## src/rtl/plab5_mcore_proc_resp_acc_buf.sv

```systemverilog
// Buffered multi-level access-control stage between the memory-response network and one core.
// Define PLAB5_MCORE_PROC_RESP_ACC_SCRUB_EN to scrub denied responses instead of dropping them.
module plab5_mcore_proc_resp_acc_buf #(
  parameter int p_opaque_nbits = 8,
  parameter int p_data_nbits   = 32,
  parameter int p_level_nbits  = 2,
  parameter int p_num_entries  = 2,
  parameter int p_cnt_nbits    = 16,
  localparam int resp_nbits    = 3 + p_opaque_nbits + 2 + $clog2(p_data_nbits/8) + p_data_nbits
) (
  input  logic                     clk,
  input  logic                     reset,
  input  logic [p_level_nbits-1:0] proc_sec_level,
  input  logic                     net_resp_val,
  output logic                     net_resp_rdy,
  input  logic [resp_nbits-1:0]    net_resp_msg,
  input  logic [p_level_nbits-1:0] net_resp_level,
  output logic                     proc_resp_val,
  input  logic                     proc_resp_rdy,
  output logic [resp_nbits-1:0]    proc_resp_msg,
  input  logic                     viol_clear,
  output logic [p_cnt_nbits-1:0]   viol_count,
  output logic                     viol_pulse
);

  localparam int ptr_nbits   = $clog2(p_num_entries);
  localparam int entry_nbits = p_level_nbits + resp_nbits;

  logic [entry_nbits-1:0]   mem_r [p_num_entries];
  logic [ptr_nbits-1:0]     wr_ptr_r;
  logic [ptr_nbits-1:0]     rd_ptr_r;
  logic [ptr_nbits:0]       count_r;
  logic [p_cnt_nbits-1:0]   viol_count_r;

  logic                     empty_s;
  logic                     full_s;
  logic                     enq_s;
  logic                     deq_s;
  logic                     allow_s;
  logic [p_level_nbits-1:0] head_level_s;
  logic [resp_nbits-1:0]    head_msg_s;

  assign empty_s      = (count_r == (ptr_nbits+1)'(0));
  assign full_s       = (count_r == (ptr_nbits+1)'(p_num_entries));
  assign net_resp_rdy = !reset && !full_s;
  assign enq_s        = net_resp_val && net_resp_rdy;
  assign head_level_s = mem_r[rd_ptr_r][entry_nbits-1:resp_nbits];
  assign head_msg_s   = mem_r[rd_ptr_r][resp_nbits-1:0];
  // Judged against the level in force this cycle, not the level at enqueue.
  assign allow_s      = (head_level_s <= proc_sec_level);
  assign viol_count   = viol_count_r;

  // Head presentation, dequeue decision and denial strobe.
  always_comb begin
    proc_resp_val = 1'b0;
    proc_resp_msg = '0;
    deq_s         = 1'b0;
    viol_pulse    = 1'b0;
    if (empty_s) begin
      deq_s = 1'b0;
    end else if (allow_s) begin
      proc_resp_val = 1'b1;
      proc_resp_msg = head_msg_s;
      deq_s         = proc_resp_rdy;
    end else begin
`ifdef PLAB5_MCORE_PROC_RESP_ACC_SCRUB_EN
      proc_resp_val = 1'b1;
      proc_resp_msg = {head_msg_s[resp_nbits-1:p_data_nbits], {p_data_nbits{1'b0}}};
      deq_s         = proc_resp_rdy;
      viol_pulse    = proc_resp_rdy;
`else
      deq_s         = 1'b1;
      viol_pulse    = 1'b1;
`endif
    end
  end

  // FIFO storage and pointers.
  always_ff @(posedge clk or posedge reset) begin
    if (reset) begin
      for (int i = 0; i < p_num_entries; i++) begin
        mem_r[i] <= '0;
      end
      wr_ptr_r <= '0;
      rd_ptr_r <= '0;
    end else begin
      if (enq_s) begin
        mem_r[wr_ptr_r] <= {net_resp_level, net_resp_msg};
        wr_ptr_r        <= wr_ptr_r + ptr_nbits'(1);
      end
      if (deq_s) begin
        rd_ptr_r <= rd_ptr_r + ptr_nbits'(1);
      end
    end
  end

  // Occupancy counter.
  always_ff @(posedge clk or posedge reset) begin
    if (reset) begin
      count_r <= '0;
    end else begin
      case ({enq_s, deq_s})
        2'b10:   count_r <= count_r + (ptr_nbits+1)'(1);
        2'b01:   count_r <= count_r - (ptr_nbits+1)'(1);
        default: count_r <= count_r;
      endcase
    end
  end

  // Saturating violation counter; clear beats increment.
  always_ff @(posedge clk or posedge reset) begin
    if (reset) begin
      viol_count_r <= '0;
    end else if (viol_clear) begin
      viol_count_r <= '0;
    end else if (viol_pulse && (viol_count_r != {p_cnt_nbits{1'b1}})) begin
      viol_count_r <= viol_count_r + p_cnt_nbits'(1);
    end else begin
      viol_count_r <= viol_count_r;
    end
  end

endmodule

```

## config.mk

```make
export PLATFORM = sky130hd
export DESIGN_NAME = plab5_mcore_proc_resp_acc_buf
export DESIGN_NICKNAME = d
export VERILOG_FILES = /design/src/rtl/plab5_mcore_proc_resp_acc_buf.sv
export SDC_FILE = /design/constraint.sdc
export NUM_CORES = 1
export LEC_CHECK = 0
export CORE_MARGIN = 1
export CORE_UTILIZATION = 51
export DETAILED_ROUTE_END_ITERATION = 12
export PLACE_DENSITY = 0.86
export SETUP_SLACK_MARGIN = 0.15
export SYNTH_ARGS = -nofsm -noshare
export SYNTH_HDL_FRONTEND = slang
export SYNTH_SLANG_ARGS = --single-unit
```

## constraint.sdc

```tcl
create_clock -name clk -period 6.6 [get_ports clk]
set_clock_uncertainty 0.2 [all_clocks]
set_input_delay 1.32 -clock clk [delete_from_list [all_inputs] [get_ports clk]]
set_output_delay 1.32 -clock clk [all_outputs]
set_load 0.05 [all_outputs]
```

Word level (Yosys, flattened, before mapping)
Cells that the tools add are included.
- output and inout port bits: 66
- word-level logic and storage cells: 47
- bits in registers: 118
- input port bits: 56
- magnitude comparators: 4
- muxes and demuxes: 17
- reductions and logical operators: 9
- $add $sub $neg: 5
- bitwise logic cells: 2
- equality and inequality tests: 4
- operator list (cell ; number):
    49-bit 2-to-1 mux ; 4
    98-bit bitwise mux ; 1
    47-bit 2-to-1 mux ; 2
    49-bit demux with 1-bit select ; 1
    16-bit 2-to-1 mux ; 2
    16-bit by 1-bit adder with 16-bit output (second input constant) ; 1
    16-bit inequality test (second input constant) ; 1
    1-bit 2-to-1 mux ; 6
    2-bit equality test (second input constant) ; 2
    2-bit >= comparator (second input constant) ; 2
    1-bit logical AND ; 4
    1-bit NOT with 2-bit output ; 2
    2-bit case mux with 2 select lines ; 1
    2-bit nonzero test ; 2
    1-bit adder (second input constant) ; 2
    2-bit by 1-bit adder with 2-bit output (second input constant) ; 1
    2-bit by 1-bit equality test with 1-bit output (second input constant) ; 1
    2-bit less-or-equal comparator ; 1
    1-bit zero test ; 2
    2-bit zero test ; 1
    2-bit by 1-bit less-than comparator with 1-bit output (second input constant) ; 1
    2-bit by 1-bit subtractor with 2-bit output (second input constant) ; 1

Logic depth before layout (Yosys ltp)
Gate-level depths: netlist of the first run.
- word-level depth: 10
- gate-level depth with buffers: 13
- depth with buffers taken out: 9

Worst setup path before layout of the first run
Ideal clock, no wire load.
- kind: input to output
- from: input reset
- to: output net_resp_rdy
- path slack: 0.649 ns
- required time: 5.080 ns
- path buffers: 0
- arrival: 4.431 ns
- cell stages on the path: 2
- cell sequence: inv_1 > o21a_1
- cells in the longest elaborated chain, start to end: 2
- ends and longest elaborated chain (element ; RTL line ; RTL):
    from (decl) ; 12 ; input logic reset,
    1-bit zero test (no source line) ; - ;
    1-bit logical AND ; 45 ; assign net_resp_rdy = !reset && !full_s;
    to (decl) ; 15 ; output logic net_resp_rdy,
No other way between the ends.

Worst setup path after layout of the first run
- from: input proc_sec_level[1]
- to: output proc_resp_msg[14]
- cells in the longest elaborated chain, start to end: 3
- ends and longest elaborated chain (element ; RTL line ; RTL):
    from (decl) ; 13 ; input logic [p_level_nbits-1:0] proc_sec_level,
    2-bit less-or-equal comparator ; 50 ; assign allow_s = (head_level_s <= proc_sec_level);
    47-bit 2-to-1 mux ; 61 ; end else if (allow_s) begin
    47-bit 2-to-1 mux ; 59 ; if (empty_s) begin
    to (decl) ; 20 ; output logic [resp_nbits-1:0] proc_resp_msg,
No other way between the ends.

==> impl_metrics.toml, run 1 <==
[synthesis]
seq_area_frac_synth_pct = 52.51
synth_edf_count = 0
synthDistinctLibCells = 40
synth_area_leaders = "dfrtp_1 (53%), mux2_2 (21%), mux2i_1 (8.5%)"
netlist_area_um2 = 5623
async_flop_share_pct = 100.0
netlist_top_cells_count = "dfrtp_1 (118), mux2_2 (105), nor2_1 (56)"
ys_seq_elements = 118
syn-mean-instance-area_um2 = 12.61
post-synth-top-area-fraction_pct = 52.51
netlist_instances = 446
synthFlopType = "dfrtp_1"
yosysMostFrequentCell = "dfrtp_1"
yosys_warnings = 0
synth_fp_nets = 506
yosysTopAreaCell = "dfrtp_1"

[worst_setup_path]
cp.required_ps = 5080
crit_arrival_ps = 4300
worst-path-max-fanout = 25
timing.rr.start = "rd_ptr_r"
cpMostUsedCell = "clkdlybuf4s50_1"
startpoint_type = "primary input"
cp_slowest_cell = "clkdlybuf4s50_1"
endpoint_kind = "primary output"
crit_start = "proc_sec_level[1]"
cpPeakStageDelay_ps = 830
crit_type = "in -> out"
path_cells = "clkdlybuf4s50_1, inv_1, ha_1, and2b_1, o21ai_0, o21ai_4, buf_4, nor2_1, clkdlybuf4s50_1"

[cells_and_area]
layout.cells.non_filler = 713
nFillCells = 706
num_antenna_cells = 0
fin_util_pct = 72.08
area_growth_syn_to_layout_pct = 34.71
drive_above_1_share_pct = 26.86
fin_area_um2 = 7575
nNetsFinal = 624

[clock_tree]
clk_pin_slew_ps = 50
cts_buffer_depth = 2
cts-resized-gates = 0
postCtsHoldBufs = 0
clk-insertion-delay-late_ps = 500
cts_root_buf = "clkbuf_8"
cts_setup_buffers = 0
cts_buffers = 17
clock-sinks = 118
cts_tree = "done"
htreeDepth = 4

[drt]
drt_wl_total_um = 11860
ant_nets = 0
wl_per_cell_um = 16.63
drt-pass1-iter-count = 4
drt_iter0_drc = 147
via_per_inst = 5.488
vias = 3913
drc = 0

[die]
core_area_um2 = 10510
core.rowCount = 37
pin_count = 122
start_util_pct = 53.51
die_y_um = 107
die-area_um2 = 11450
die_w_um = 107

[sta]
setup-violations-final = 0
hold_viol = 0
finalCritPeriodShare_pct = 88.24
fmax_ghz = 0.1717
rsz0062_at_grt = "false"
slew_violations = 0
worst_pin_slew_ps = 940.0
min_period_ps = 5824
final.setup.tns_ps = 0
relSlewSlack_pct = 37.33

[placement]
place_congestion = 0.8134
dp_cells = 681
dp.final_hpwl_um = 7774
placed_area_um2 = 6925
port_buffers = 121

[grt]
grt_pass1_vias = 4000
grt_pass1_wl_um = 19280
grt_antenna_before_repair = 0
grt.overflow.total = 0
grtUsageTotal_pct = 21.91
grt_max_degree = 77

[hold_path]
hp-start = "mem_r[52]"
holdCritPathClass = "reg -> reg"

[flow_run]
drv_cap = 0

[run_status]
outcome = "finished, final reports clean"
[flip-flops by register name, indices dropped and copies added, names as in the netlist]
signal,count
count_r,2
mem_r,98
rd_ptr_r,1
viol_count,16
wr_ptr_r,1
[cell type report]
type / count / area (um^2) / area share (%)
inverters: 7 / 28.78 / 0.3799
well taps: 136 / 170.2 / 2.246
clock buffers: 19 / 431.7 / 5.699
flip-flops and latches: 118 / 2954 / 39.00
multi-input cells: 294 / 2524 / 33.32
repair buffers: 126 / 1249 / 16.49
clock inverters: 13 / 217.7 / 2.874
[cells by family after synthesis]
kind of cell	after synthesis	synth area share (%)
muxes	153	29.57
DFF	118	52.51
and+or+nand+nor	103	9.591
buffers and inverters	34	3.026
AOI/OAI and AO/OA	29	3.627
xor gates and xnor gates	5	0.7788
adders and majority gates	4	0.8901
[critical path: cells and delay by family]
kind                     cells  cell delay, ps
adder cells (fa/ha/maj)      1             350
AND/OR/NAND/NOR              2             400
buffers and inverters        4            1650
AO/OA/AOI/OAI                2             570
[final timing paths]
kind | endpoint | slack [ps] | cells after the start
hold / removal | mem_r[52] | 300 | 1
hold reg to reg | mem_r[52] | 300 | 1
min in group asynchronous | wr_ptr_r | 1040 | 2
setup reg to reg | count_r[1] | 3520 | 9
max in group asynchronous | mem_r[55] | 3830 | 3
setup / recovery | proc_resp_msg[14] | 780 | 9
[per-stage QoR]
step | hold WS (ps) | worst slack [ps]
after global routing | 317.4 | 635.3
after CTS | 306.3 | 777.2
after floorplan | 267.5 | 648.8
final | 302.8 | 776.3
after detailed placement | 294.1 | 819.4
after global placement | 286.0 | 875.8
[metal layers]
layer  routed length (um)  track usage [%]
met5                    0                0
met4                  137            7.143
met3                  519            6.261
met2                 5935            36.31
met1                 5265            27.64
[placed cells by master, fill, tap and decap left out, types with 2 or more instances in the layout]
cell type / Yosys / final
clkinv_4: 0 / 2
or3_1: 3 / 3
nor4b_1: 2 / 2
clkbuf_16: 0 / 16
nor4_1: 5 / 5
nor2b_1: 6 / 6
o31ai_1: 6 / 6
clkdlybuf4s50_1: 0 / 121
nand3_1: 6 / 5
buf_4: 4 / 5
o211ai_1: 2 / 2
mux2_2: 105 / 105
clkbuf_8: 0 / 2
and3_2: 2 / 2
bufinv_16: 0 / 5
xnor2_1: 4 / 4
mux2i_1: 48 / 48
nand4_1: 3 / 3
nand2_1: 5 / 5
or4_1: 6 / 6
a21oi_1: 9 / 9
nor2_1: 56 / 55
inv_1: 7 / 6
clkinvlp_4: 0 / 2
ha_1: 4 / 4
nand3_2: 1 / 2
inv_6: 0 / 4
dfrtp_1: 118 / 117
o21ai_0: 7 / 6
Power of run 1 is left out: the tool's default activity adds up to more than one toggle a clock period on the data nets, which glitch-free logic cannot reach.
==> run 2, diff against run 1 <==
- CTS_CLUSTER_SIZE: unset -> 16
==> results of run 2 <==
No change in the layout: final DEF, timing and power equal those of run 1.
Power of run 2 is left out for the same reason.
==> run 3, diff against run 2 <==
- TNS_END_PERCENT: unset -> 100
==> results of run 3 <==
No change in the layout: final DEF, timing and power equal those of run 1.
Power of run 3 is left out for the same reason.
